### config.mk
export PLATFORM = sky130hd
export DESIGN_NAME = rv_test_monitor
export DESIGN_NICKNAME = d
export VERILOG_FILES = /design/src/rtl/rv_test_monitor.sv
export SDC_FILE = /design/constraint.sdc
export NUM_CORES = 1
export LEC_CHECK = 0
export ABC_AREA = 1
export ABC_CLOCK_PERIOD_IN_PS = 5100
export CORE_ASPECT_RATIO = 1.1
export CORE_UTILIZATION = 39
export DETAILED_ROUTE_END_ITERATION = 10
export GPL_ROUTABILITY_DRIVEN = 0
export GPL_TIMING_DRIVEN = 0
export PLACE_DENSITY = 0.78
export RECOVER_POWER = 100
export SLEW_MARGIN = 20
export SYNTH_ARGS = -nofsm -noshare
export SYNTH_HDL_FRONTEND = slang
export SYNTH_SLANG_ARGS = --single-unit
### constraint.sdc
create_clock -name clk -period 5.1 [get_ports clk]
set_clock_uncertainty 0.05 [all_clocks]
set_input_delay 1.02 -clock clk [delete_from_list [all_inputs] [get_ports clk]]
set_output_delay 1.02 -clock clk [all_outputs]
set_load 0.02 [all_outputs]
### src/rtl/rv_test_monitor.sv
// rv_test_monitor: watches the CPU test shell's retire interface, counts
// cycles and retires, and latches a sticky PASS / FAIL / TIMEOUT verdict.
// Optional feature macro: RVTM_PC_TRACE_EN adds an 8-entry retired-PC history
// with read ports hist_idx / hist_pc.
module rv_test_monitor #(
   parameter int unsigned CNT_W        = 32,
   parameter int unsigned MAX_CYCLES   = 100000,
   parameter int unsigned DRAIN_CYCLES = 2,
   parameter logic [31:0] PASS_VAL     = 32'd1
) (
   input  logic             clk,
   input  logic             reset,
   input  logic             wb,
   input  logic [31:0]      dbg_pc,
   input  logic             done,
   input  logic [31:0]      result_reg,
   output logic [2:0]       state,
   output logic             finished,
   output logic             pass,
   output logic             fail,
   output logic             timeout,
   output logic [CNT_W-1:0] cycle_cnt,
   output logic [CNT_W-1:0] retire_cnt,
   output logic [31:0]      last_pc,
   output logic [31:0]      end_pc
`ifdef RVTM_PC_TRACE_EN
   ,
   input  logic [2:0]       hist_idx,
   output logic [31:0]      hist_pc
`endif
);

   localparam int unsigned DW = $clog2(DRAIN_CYCLES + 1);
   localparam logic [CNT_W-1:0] LAST_RUN_CNT = CNT_W'(MAX_CYCLES - 1);

   typedef enum logic [2:0] {
      IDLE    = 3'd0,
      RUN     = 3'd1,
      DRAIN   = 3'd2,
      PASS    = 3'd3,
      FAIL    = 3'd4,
      TIMEOUT = 3'd5
   } state_t;

   state_t           r_state;
   state_t           w_next_state;
   logic [CNT_W-1:0] r_cycle_cnt;
   logic [CNT_W-1:0] r_retire_cnt;
   logic [CNT_W-1:0] w_cycle_inc;
   logic [CNT_W-1:0] w_retire_inc;
   logic [DW-1:0]    r_drain_cnt;
   logic [31:0]      r_last_pc;
   logic [31:0]      r_end_pc;
   logic             w_retire;

   assign w_retire     = (r_state == RUN) && wb;
   assign w_cycle_inc  = (r_cycle_cnt  == '1) ? r_cycle_cnt  : r_cycle_cnt  + CNT_W'(1);
   assign w_retire_inc = (r_retire_cnt == '1) ? r_retire_cnt : r_retire_cnt + CNT_W'(1);

   // State register
   always_ff @(posedge clk) begin
      if (reset) r_state <= IDLE;
      else       r_state <= w_next_state;
   end

   // Next-state decode; done wins over the timeout check in RUN
   always_comb begin
      w_next_state = r_state;
      case (r_state)
         IDLE:    w_next_state = RUN;
         RUN: begin
            if (done)                             w_next_state = DRAIN;
            else if (r_cycle_cnt == LAST_RUN_CNT) w_next_state = TIMEOUT;
         end
         DRAIN: begin
            if (r_drain_cnt == DW'(1))
               w_next_state = (result_reg == PASS_VAL) ? PASS : FAIL;
         end
         default: w_next_state = r_state;
      endcase
   end

   // Counters and captured PCs; everything freezes in the terminal states
   always_ff @(posedge clk) begin
      if (reset) begin
         r_cycle_cnt  <= '0;
         r_retire_cnt <= '0;
         r_drain_cnt  <= '0;
         r_last_pc    <= '0;
         r_end_pc     <= '0;
      end else begin
         case (r_state)
            RUN: begin
               r_cycle_cnt <= w_cycle_inc;
               if (wb) begin
                  r_retire_cnt <= w_retire_inc;
                  r_last_pc    <= dbg_pc;
               end
               if (done) begin
                  r_drain_cnt <= DW'(DRAIN_CYCLES);
                  r_end_pc    <= dbg_pc;
               end
            end
            DRAIN: begin
               r_cycle_cnt <= w_cycle_inc;
               r_drain_cnt <= r_drain_cnt - DW'(1);
            end
            default: ;
         endcase
      end
   end

`ifdef RVTM_PC_TRACE_EN
   logic [31:0] r_hist [8];
   logic [2:0]  r_wptr;
   logic [2:0]  w_rd_idx;

   // Circular history of retired PCs, written only on counted retires
   always_ff @(posedge clk) begin
      if (reset) begin
         r_wptr <= '0;
         for (int unsigned i = 0; i < 8; i++) r_hist[i] <= '0;
      end else if (w_retire) begin
         r_hist[r_wptr] <= dbg_pc;
         r_wptr         <= r_wptr + 3'd1;
      end
   end

   // Index 0 is the newest entry, counting back from the write pointer
   assign w_rd_idx = r_wptr - 3'd1 - hist_idx;
   assign hist_pc  = r_hist[w_rd_idx];
`endif

   assign state      = r_state;
   assign pass       = (r_state == PASS);
   assign fail       = (r_state == FAIL);
   assign timeout    = (r_state == TIMEOUT);
   assign finished   = pass || fail || timeout;
   assign cycle_cnt  = r_cycle_cnt;
   assign retire_cnt = r_retire_cnt;
   assign last_pc    = r_last_pc;
   assign end_pc     = r_end_pc;

endmodule

==> flow_metrics.tcl, run 1 <==
set metrics [dict create \
    grt_max_degree 17 \
    intPower_w 0.00219 \
    fmax_mhz 305 \
    syn_avg_cell_area_um2 6.52 \
    synth_top_area_share_pct 39.1 \
    maxSlewHeadroom_pct 60.6 \
    n_antenna_cell 0 \
    seqPwrFrac_pct 34.8 \
    start_util_pct 39.9 \
    yosysUniqueCellTypes 36 \
    place.detailed.hpwl_um 15900 \
    viasPerCell 4.89 \
    syn_inst 1044 \
    met3_usage_pct 6.15 \
    busiest_layer "met2" \
    vdd_drop_max_uv 248 \
    ys_seq_elements 133 \
    critPathCaptureType "register" \
    start_kind "primary input" \
    grt_setup_unrepaired "no" \
    fill_cells 1644 \
    htree_levels 4 \
    hp-class "reg -> reg" \
    p_comb_share_pct 32.2 \
    postRouteWirelength_um 20500 \
    clock-root-buffer "clkbuf_16" \
    grt_pass1_wl_um 33500 \
    fin_tns_setup_ps 0 \
    ant_nets 0 \
    syn_to_final_growth_pct 40.2 \
    worst_pin_slew_ps 591 \
    drcViolationCount 0 \
    grt_overflow 0 \
    clkTransAtPathRegs_ps 60 \
    cts_resized 0 \
    min_period_ps 3280 \
    dieHeight_um 141 \
    hold_viol 0 \
    insertion_delay_ps 410 \
    grtUsageMet1_pct 27.1 \
    post-cts-setup-buffers 0 \
    path_class "in -> reg" \
    syn_area_um2 6810 \
    dieArea_um2 18000 \
    crit_arrival_ps 3510 \
    cts.sinks 133 \
    p_total_w 0.00352 \
    fin_nets 1334 \
    yosys_warnings 0 \
    use_met2_pct 40.6 \
    drive_above_1_share_pct 5.09 \
    yosys-top-cells-area "dfxtp_1 (39%), nand2_1 (22%), a21oi_1 (8.5%)" \
    drtIter0Drc 467 \
    die_width_um 128 \
    firstDrtPassIters 8 \
    p_leak_nw 3.78 \
    cts_hold_buf 0 \
    grt_pass1_vias 6871 \
    cts_tree "built" \
    grtUsageTotal_pct 23.5 \
    vias 7378 \
    synth_largest_area_cell "dfxtp_1" \
    p_clk_share_pct 33.0 \
    power.density_nw_per_um2 368 \
    cp_max_fo 10 \
    final_max_slew_viol_count 0 \
    status "completed" \
    p_sw_w 0.00133 \
    switching_share_pct 37.7 \
    routedWlPerCell_um 13.6 \
    core_area_um2 17100 \
    clockBufferDepth 2 \
    required_ps 5330 \
    period_share_pct 64.3 \
    maxCapViolations 0 \
    fin_util_pct 55.9 \
    numPortBuffers 200 \
    rows 50 \
    seq_area_frac_synth_pct 39.1 \
    synth_nets 1115 \
    cts_inserted_buffers 17 \
    grt_antenna_before_repair 0 \
    pin_count 203 \
    finalSetupViolations 0 \
]
-- cells by family (layout without fill, tap and decap cells) --
family | Yosys count | in the layout | synth area share, %
fa+ha+maj | 3 | 3 | 0.551
xor+xnor | 24 | 24 | 3.09
compound gates | 133 | 133 | 9.96
buf+inv | 103 | 335 | 6.69
simple gates | 648 | 648 | 40.6
flops | 133 | 133 | 39.1
-- cells in the final DEF (no fill, tap or decap) --
master,Yosys,final
ha_1,3,3
nand3_1,58,58
nor3b_1,2,2
a21boi_0,1,1
clkinvlp_2,0,3
inv_6,0,4
dlygate4sd3_1,0,136
nand2_1,393,397
nor2_4,5,4
nand4_1,6,6
dfxtp_1,133,133
clkinv_2,0,1
buf_4,3,1
clkbuf_1,22,35
o21ai_1,5,4
nand3_2,6,6
inv_2,3,3
xnor2_1,7,7
nor2_2,6,6
nand3b_1,6,6
buf_1,3,3
nor2_1,143,145
o21bai_1,1,1
nor3_1,8,8
nor4_1,1,1
or2_2,1,1
a211o_1,1,1
buf_6,4,2
xor2_1,17,17
nand2_2,4,4
a21oi_1,116,117
inv_1,57,57
clkbuf_8,0,1
clkinv_4,0,6
nor2_8,3,2
o21ai_0,8,9
nand2_4,5,2
inv_8,0,2
clkbuf_16,0,17
clkdlybuf4s50_1,0,64
-- synth_stat cells (all sizes together) --
library cell    n
nand3          64
o21bai          1
nor3b           2
nand4           6
or2             1
nor3            8
o21ai          13
xnor2           7
ha              3
nor2          157
xor2           17
a211o           1
inv            63
nand3b          6
a21boi          1
clkbuf         22
nor4            1
a21oi         117
dfxtp         133
nand2         403
buf            18
-- power groups by stage --
stage / clock network [W] / logic, W / registers, W
global route: 0.00122 / 0.00125 / 0.00124
CTS: 0.00118 / 0.00126 / 0.00123
global placement: 0 / 0.00124 / 0.00124
finish: 0.00116 / 0.00113 / 0.00122
detailed placement: 0 / 0.00125 / 0.00125
floorplan: 0 / 0.000643 / 0.00136
-- state kept, by name (all words and copies together) (netlist names) --
signal       flops
cycle_cnt       32
retire_cnt      32
end_pc          32
state            3
r_drain_cnt      2
last_pc         32
-- routing by layer --
metal	routed length [um]	vias to the layer above
met1	8400	3341
li1	-	3748
met4	597	0
met2	10200	250
met5	0	-
met3	1290	39
-- worst max-delay path, stage by stage --
cell	delay [ps]
dlygate4sd3_1	540
nand2_1	240
clkinvlp_2	340
nand2_1	420
clkinvlp_2	340
clkbuf_1	350
nand2_1	190
a21oi_1	70
-- stage by stage --
step                      hold slack, ps  area, um2  std cells  setup WS, ps
after floorplan                      387       6810       1044          2540
after global placement               397       9110       1478          2470
after detailed placement             402       9110       1478          2450
after CTS                            411       9660       1510          2000
after global routing                 424       9550       1510          1590
final                                406       9550       1510          1820
-- final cells by class --
class / instances / area, um2 / area share [%]
clock inverter: 13 / 115 / 1.21
clock buffer: 19 / 443 / 4.64
timing repair buffer: 200 / 2000 / 21.0
inverter: 63 / 240 / 2.52
multi-input combinational: 808 / 3630 / 38.0
buffer: 40 / 169 / 1.77
sequential: 133 / 2660 / 27.9
tap: 234 / 293 / 3.07
-- path summary, 6_finish.rpt --
path                                   start              to  slack, ps  cells after the start
worst min register to register     end_pc[5]       end_pc[5]        410                      2
worst min-delay path               end_pc[5]       end_pc[5]        410                      2
worst max register to register  cycle_cnt[0]   cycle_cnt[30]       2020                     11
worst max-delay path                      wb  retire_cnt[26]       1820                      8
No activity file was read; power rests on OpenSTA's default activity.
==> run 2, diff against run 1 <==
- ABC_CLOCK_PERIOD_IN_PS: 5100 -> 2900
- PLACE_DENSITY: 0.78 -> 0.81
- clock period: 5.1 -> 2.9 ns (I/O delays scaled with it)
==> run 2 against run 1 <==
Clock-buffer cell count is 2 lower; sequential share of layout area decreased by 0.31 points; sequential power up 76%; non-clock buffer count is the same; largest cell class unchanged.
==> flow_metrics.tcl, run 2 (synthesis gave the netlist of run 1 again) <==
set metrics [dict create \
    crit_family "buffers and inverters" \
    dieArea_um2 18000 \
    grtUsageTotal_pct 23.5 \
    critPathCaptureType "primary output" \
    drtIter0Drc 430 \
    final_cell_mix "nand2_1 (395), nor2_1 (145), dlygate4sd3_1 (135)" \
    fin_tns_setup_ps 0 \
    r2r_cells 10 \
    cp_max_fo 5 \
    grt_pass1_vias 6813 \
    whs_path_depth 2 \
    path_class "reg -> out" \
    grt_pass1_wl_um 33300 \
    place.detailed.hpwl_um 16000 \
    path_depth 5 \
    n_antenna_cell 0 \
    min_period_ps 2570 \
    start_kind "register" \
    cts_hold_buf 0 \
    hold_viol 0 \
    p_leak_nw 3.89 \
    maxSlewHeadroom_pct 51.5 \
    dieHeight_um 141 \
    r2r_start "state[2]" \
    postRouteWirelength_um 20700 \
    status "completed" \
    clockBufferDepth 2 \
    firstDrtPassIters 7 \
    finalSetupViolations 0 \
    crit_chain "inv_1 > nor3_1 > inv_1 > nand2_1 > dlygate4sd3_1" \
    pin_count 203 \
    drcViolationCount 0 \
    cts_tree "built" \
    postPlaceCellArea_um2 9110 \
    clkTransAtPathRegs_ps 70 \
    slowest_stage "dlygate4sd3_1" \
    core_area_um2 17100 \
    cts_inserted_buffers 17 \
    crit_arrival_ps 1940 \
    syn_to_final_growth_pct 41.8 \
    post-cts-setup-buffers 0 \
    cp_num_buf_inv 3 \
    fill_cells 1619 \
    fin_nets 1334 \
    rows 50 \
    viasPerCell 4.87 \
    power.density_nw_per_um2 666 \
    ant_nets 0 \
    period_share_pct 88.8 \
    numPortBuffers 200 \
    vias 7350 \
    clock-root-buffer "clkbuf_16" \
    min-delay-start "end_pc[20]" \
    cp_slowest_stage_delay_ps 710 \
    crit_start "state[0]" \
    fmax_mhz 389 \
    htree_levels 4 \
    design_area_um2 9660 \
    cts.sinks 133 \
    vdd_drop_max_uv 417 \
    drive_above_1_share_pct 5.64 \
    cts_resized 0 \
    cpMostUsedCell "inv_1" \
    maxCapViolations 0 \
    layout_commonest_cell "nand2_1" \
    routedWlPerCell_um 13.7 \
    die_width_um 128 \
    required_ps 2270 \
    hp-class "reg -> reg" \
    ff2ff_setup_slack_ps 350 \
    insertion_delay_ps 420 \
    worst_pin_slew_ps 724 \
    grt_antenna_before_repair 0 \
    grt_max_degree 17 \
    final_max_slew_viol_count 0 \
    grt_setup_unrepaired "no" \
    start_util_pct 39.9 \
    grt_overflow 0 \
]
[run 2: changes by cell type in the layout (fill, tap and decap cells not counted), moves of 3 or more]
| cell | change |
|---|---|
| buf_2 | +3 |
| clkbuf_1 | -10 |
| inv_6 | +4 |
| inv_2 | -3 |
| nand2_4 | +3 |
| clkinv_1 | +3 |
| clkinv_4 | -6 |
[run 2: metrics by stage]
stage | power [W] | setup WS, ps | hold slack, ps | util, % | instances
after global routing | 0.00676 | 107 | 425 | 56.5 | 1510
after detailed placement | 0.00440 | 742 | 403 | 53.3 | 1478
final | 0.00643 | 326 | 411 | 56.5 | 1510
after floorplan | 0.00353 | 781 | 387 | - | 1044
after global placement | 0.00437 | 754 | 396 | 53.3 | 1478
after CTS | 0.00665 | 284 | 415 | 56.9 | 1510
[run 2: layer usage]
layer | share of wire [%] | track usage, % | routed length (um)
met3 | 6.5 | 6.45 | 1350
met4 | 3.3 | 10.6 | 676
met1 | 40 | 26.5 | 8310
met2 | 50 | 41.2 | 10300
met5 | 0 | 0 | 0
[run 2: report_power, final]
| group | internal (W) | total [W] | switching [W] | leakage [nW] |
|---|---|---|---|---|
| Sequential | 0.00202 | 0.00215 | 0.000124 | 1.08 |
| Combinational | 0.000739 | 0.00205 | 0.00131 | 2.51 |
| Clock | 0.00131 | 0.00223 | 0.000924 | 0.303 |
[run 2: path summary, 6_finish.rpt]
check,end
worst min register to register,end_pc[20]
worst max register to register,retire_cnt[2]
worst max-delay path,finished
worst min-delay path,end_pc[20]
[run 2: area by class of cell]
type                    count  area (um2)  area share, %
well taps                 234         293           3.03
flip-flops and latches    133        2660           27.6
clock buffers              17         425           4.40
clock inverters            15         185           1.92
plain buffers              40         205           2.12
multi-input cells         808        3640           37.7
inverters                  63         243           2.51
repair buffers            200        2000           20.7
[run 2: tightest hold or removal path, stage by stage (launching register included)]
cell and delay, ps:
dfxtp_1 310, nand2_1 60, a21oi_1 50
==> run 3, diff against run 2 <==
--- a/constraint.sdc
+++ b/constraint.sdc
@@ -4,2 +4,2 @@
 set_output_delay 0.58 -clock clk [all_outputs]
-set_load 0.02 [all_outputs]
+set_load 0.05 [all_outputs]
==> run 3 against run 2 <==
First-iteration DRC count rose by 5.3%; clock-buffer cell count is 1 higher; via count grew 0.73%; sequential share of layout area grew 0.097 points; largest cell class unchanged; largest power group is now combinational logic; highest routed layer unchanged.
==> flow_metrics.tcl, run 3 (synthesis gave the netlist of run 1 again) <==
set metrics [dict create \
    min-delay-start "last_pc[6]" \
    place.detailed.hpwl_um 16000 \
    final_cell_mix "nand2_1 (396), nor2_1 (145), dlygate4sd3_1 (135)" \
    postRouteWirelength_um 20700 \
    period_share_pct 95.0 \
    cts.sinks 133 \
    viasPerCell 4.90 \
    rows 50 \
    grt_pass1_vias 6740 \
    fill_cells 1607 \
    grt_setup_unrepaired "no" \
    die_width_um 128 \
    ant_nets 0 \
    grt_max_degree 17 \
    drtIter0Drc 453 \
    post-cts-setup-buffers 0 \
    fmax_mhz 363 \
    p_leak_nw 3.87 \
    power.density_nw_per_um2 705 \
    reg2reg_to "retire_cnt[23]" \
    routedWlPerCell_um 13.7 \
    ff2ff_setup_slack_ps 320 \
    pin_count 203 \
    drive_above_1_share_pct 5.56 \
    cts_hold_buf 0 \
    fin_tns_setup_ps 0 \
    numPortBuffers 200 \
    holdWs_ps 409 \
    syn_to_final_growth_pct 41.3 \
    design_area_um2 9620 \
    placedCellCount 1478 \
    status "completed" \
    min_period_ps 2750 \
    cp_max_fo 5 \
    postPlaceCellArea_um2 9110 \
    clockBufferDepth 2 \
    grt_pass1_wl_um 33000 \
    core_area_um2 17100 \
    grtUsageTotal_pct 23.3 \
    n_antenna_cell 0 \
    finalSetupViolations 0 \
    crit_arrival_ps 2120 \
    htree_levels 4 \
    dieHeight_um 141 \
    final_cells 1510 \
    layout_commonest_cell "nand2_1" \
    clock-root-buffer "clkbuf_16" \
    required_ps 2270 \
    min_to "last_pc[6]" \
    dieArea_um2 18000 \
    hold_viol 0 \
    cts_tree "built" \
    place_ws_ps 575 \
    firstDrtPassIters 5 \
    worst_pin_slew_ps 618 \
    grt_antenna_before_repair 0 \
    insertion_delay_ps 420 \
    r2r_start "state[2]" \
    maxCapViolations 0 \
    fin_nets 1334 \
    critPathCaptureType "primary output" \
    vias 7404 \
    cts_resized 0 \
    path_class "reg -> out" \
    setup_ws_ps 145 \
    whs_path_depth 2 \
    cts_inserted_buffers 17 \
    start_kind "register" \
    drcViolationCount 0 \
    clkTransAtPathRegs_ps 60 \
    hp-class "reg -> reg" \
    maxSlewHeadroom_pct 58.6 \
    grt_overflow 0 \
    r2r_cells 12 \
    start_util_pct 39.9 \
    final_max_slew_viol_count 0 \
    vdd_drop_max_uv 461 \
]
==> run 3: worst max path at each step <==
stage | from | end | depth (start not counted)
global placement | state[0] | finished | 5
global route | state[0] | finished | 5
finish | state[0] | finished | 5
floorplan | state[0] | finished | 4
CTS | state[0] | finished | 5
detailed placement | state[0] | finished | 5
==> run 3: through the flow <==
step	util [%]	total power, W
final	56.4	0.00679
after floorplan	-	0.00399
after global placement	53.3	0.00482
after global routing	56.4	0.00711
after detailed placement	53.3	0.00485
after CTS	56.9	0.00706
==> run 3: where the power goes <==
group / leakage [nW] / switching [W] / total [W] / internal, W
combinational: 2.50 / 0.00176 / 0.00245 / 0.000687
sequential: 1.08 / 0.000124 / 0.00215 / 0.00202
clock: 0.299 / 0.000879 / 0.00219 / 0.00131
==> run 3: routing by layer <==
metal	vias up	GRT usage [%]	routed length [um]
met5	-	0	0
met4	0	9.16	426
li1	3755	-	-
met3	41	5.84	1290
met1	3352	26.2	8370
met2	256	41.8	10600
==> run 3: worst max-delay path, stage by stage, from the launching register on <==
cell and delay (ps):
dfxtp_1 390, inv_1 100, nor3_2 200, inv_1 60, nand2_1 60, dlygate4sd3_1 900
==> run 3: layout make-up <==
type	instances	area, um2	share of cell area (%)
repair buffers	200	2000	20.8
plain buffers	40	181	1.89
well taps	234	293	3.04
inverters	63	243	2.52
clock inverters	14	164	1.70
clock buffers	18	439	4.56
flip-flops and latches	133	2660	27.7
multi-input cells	808	3640	37.8
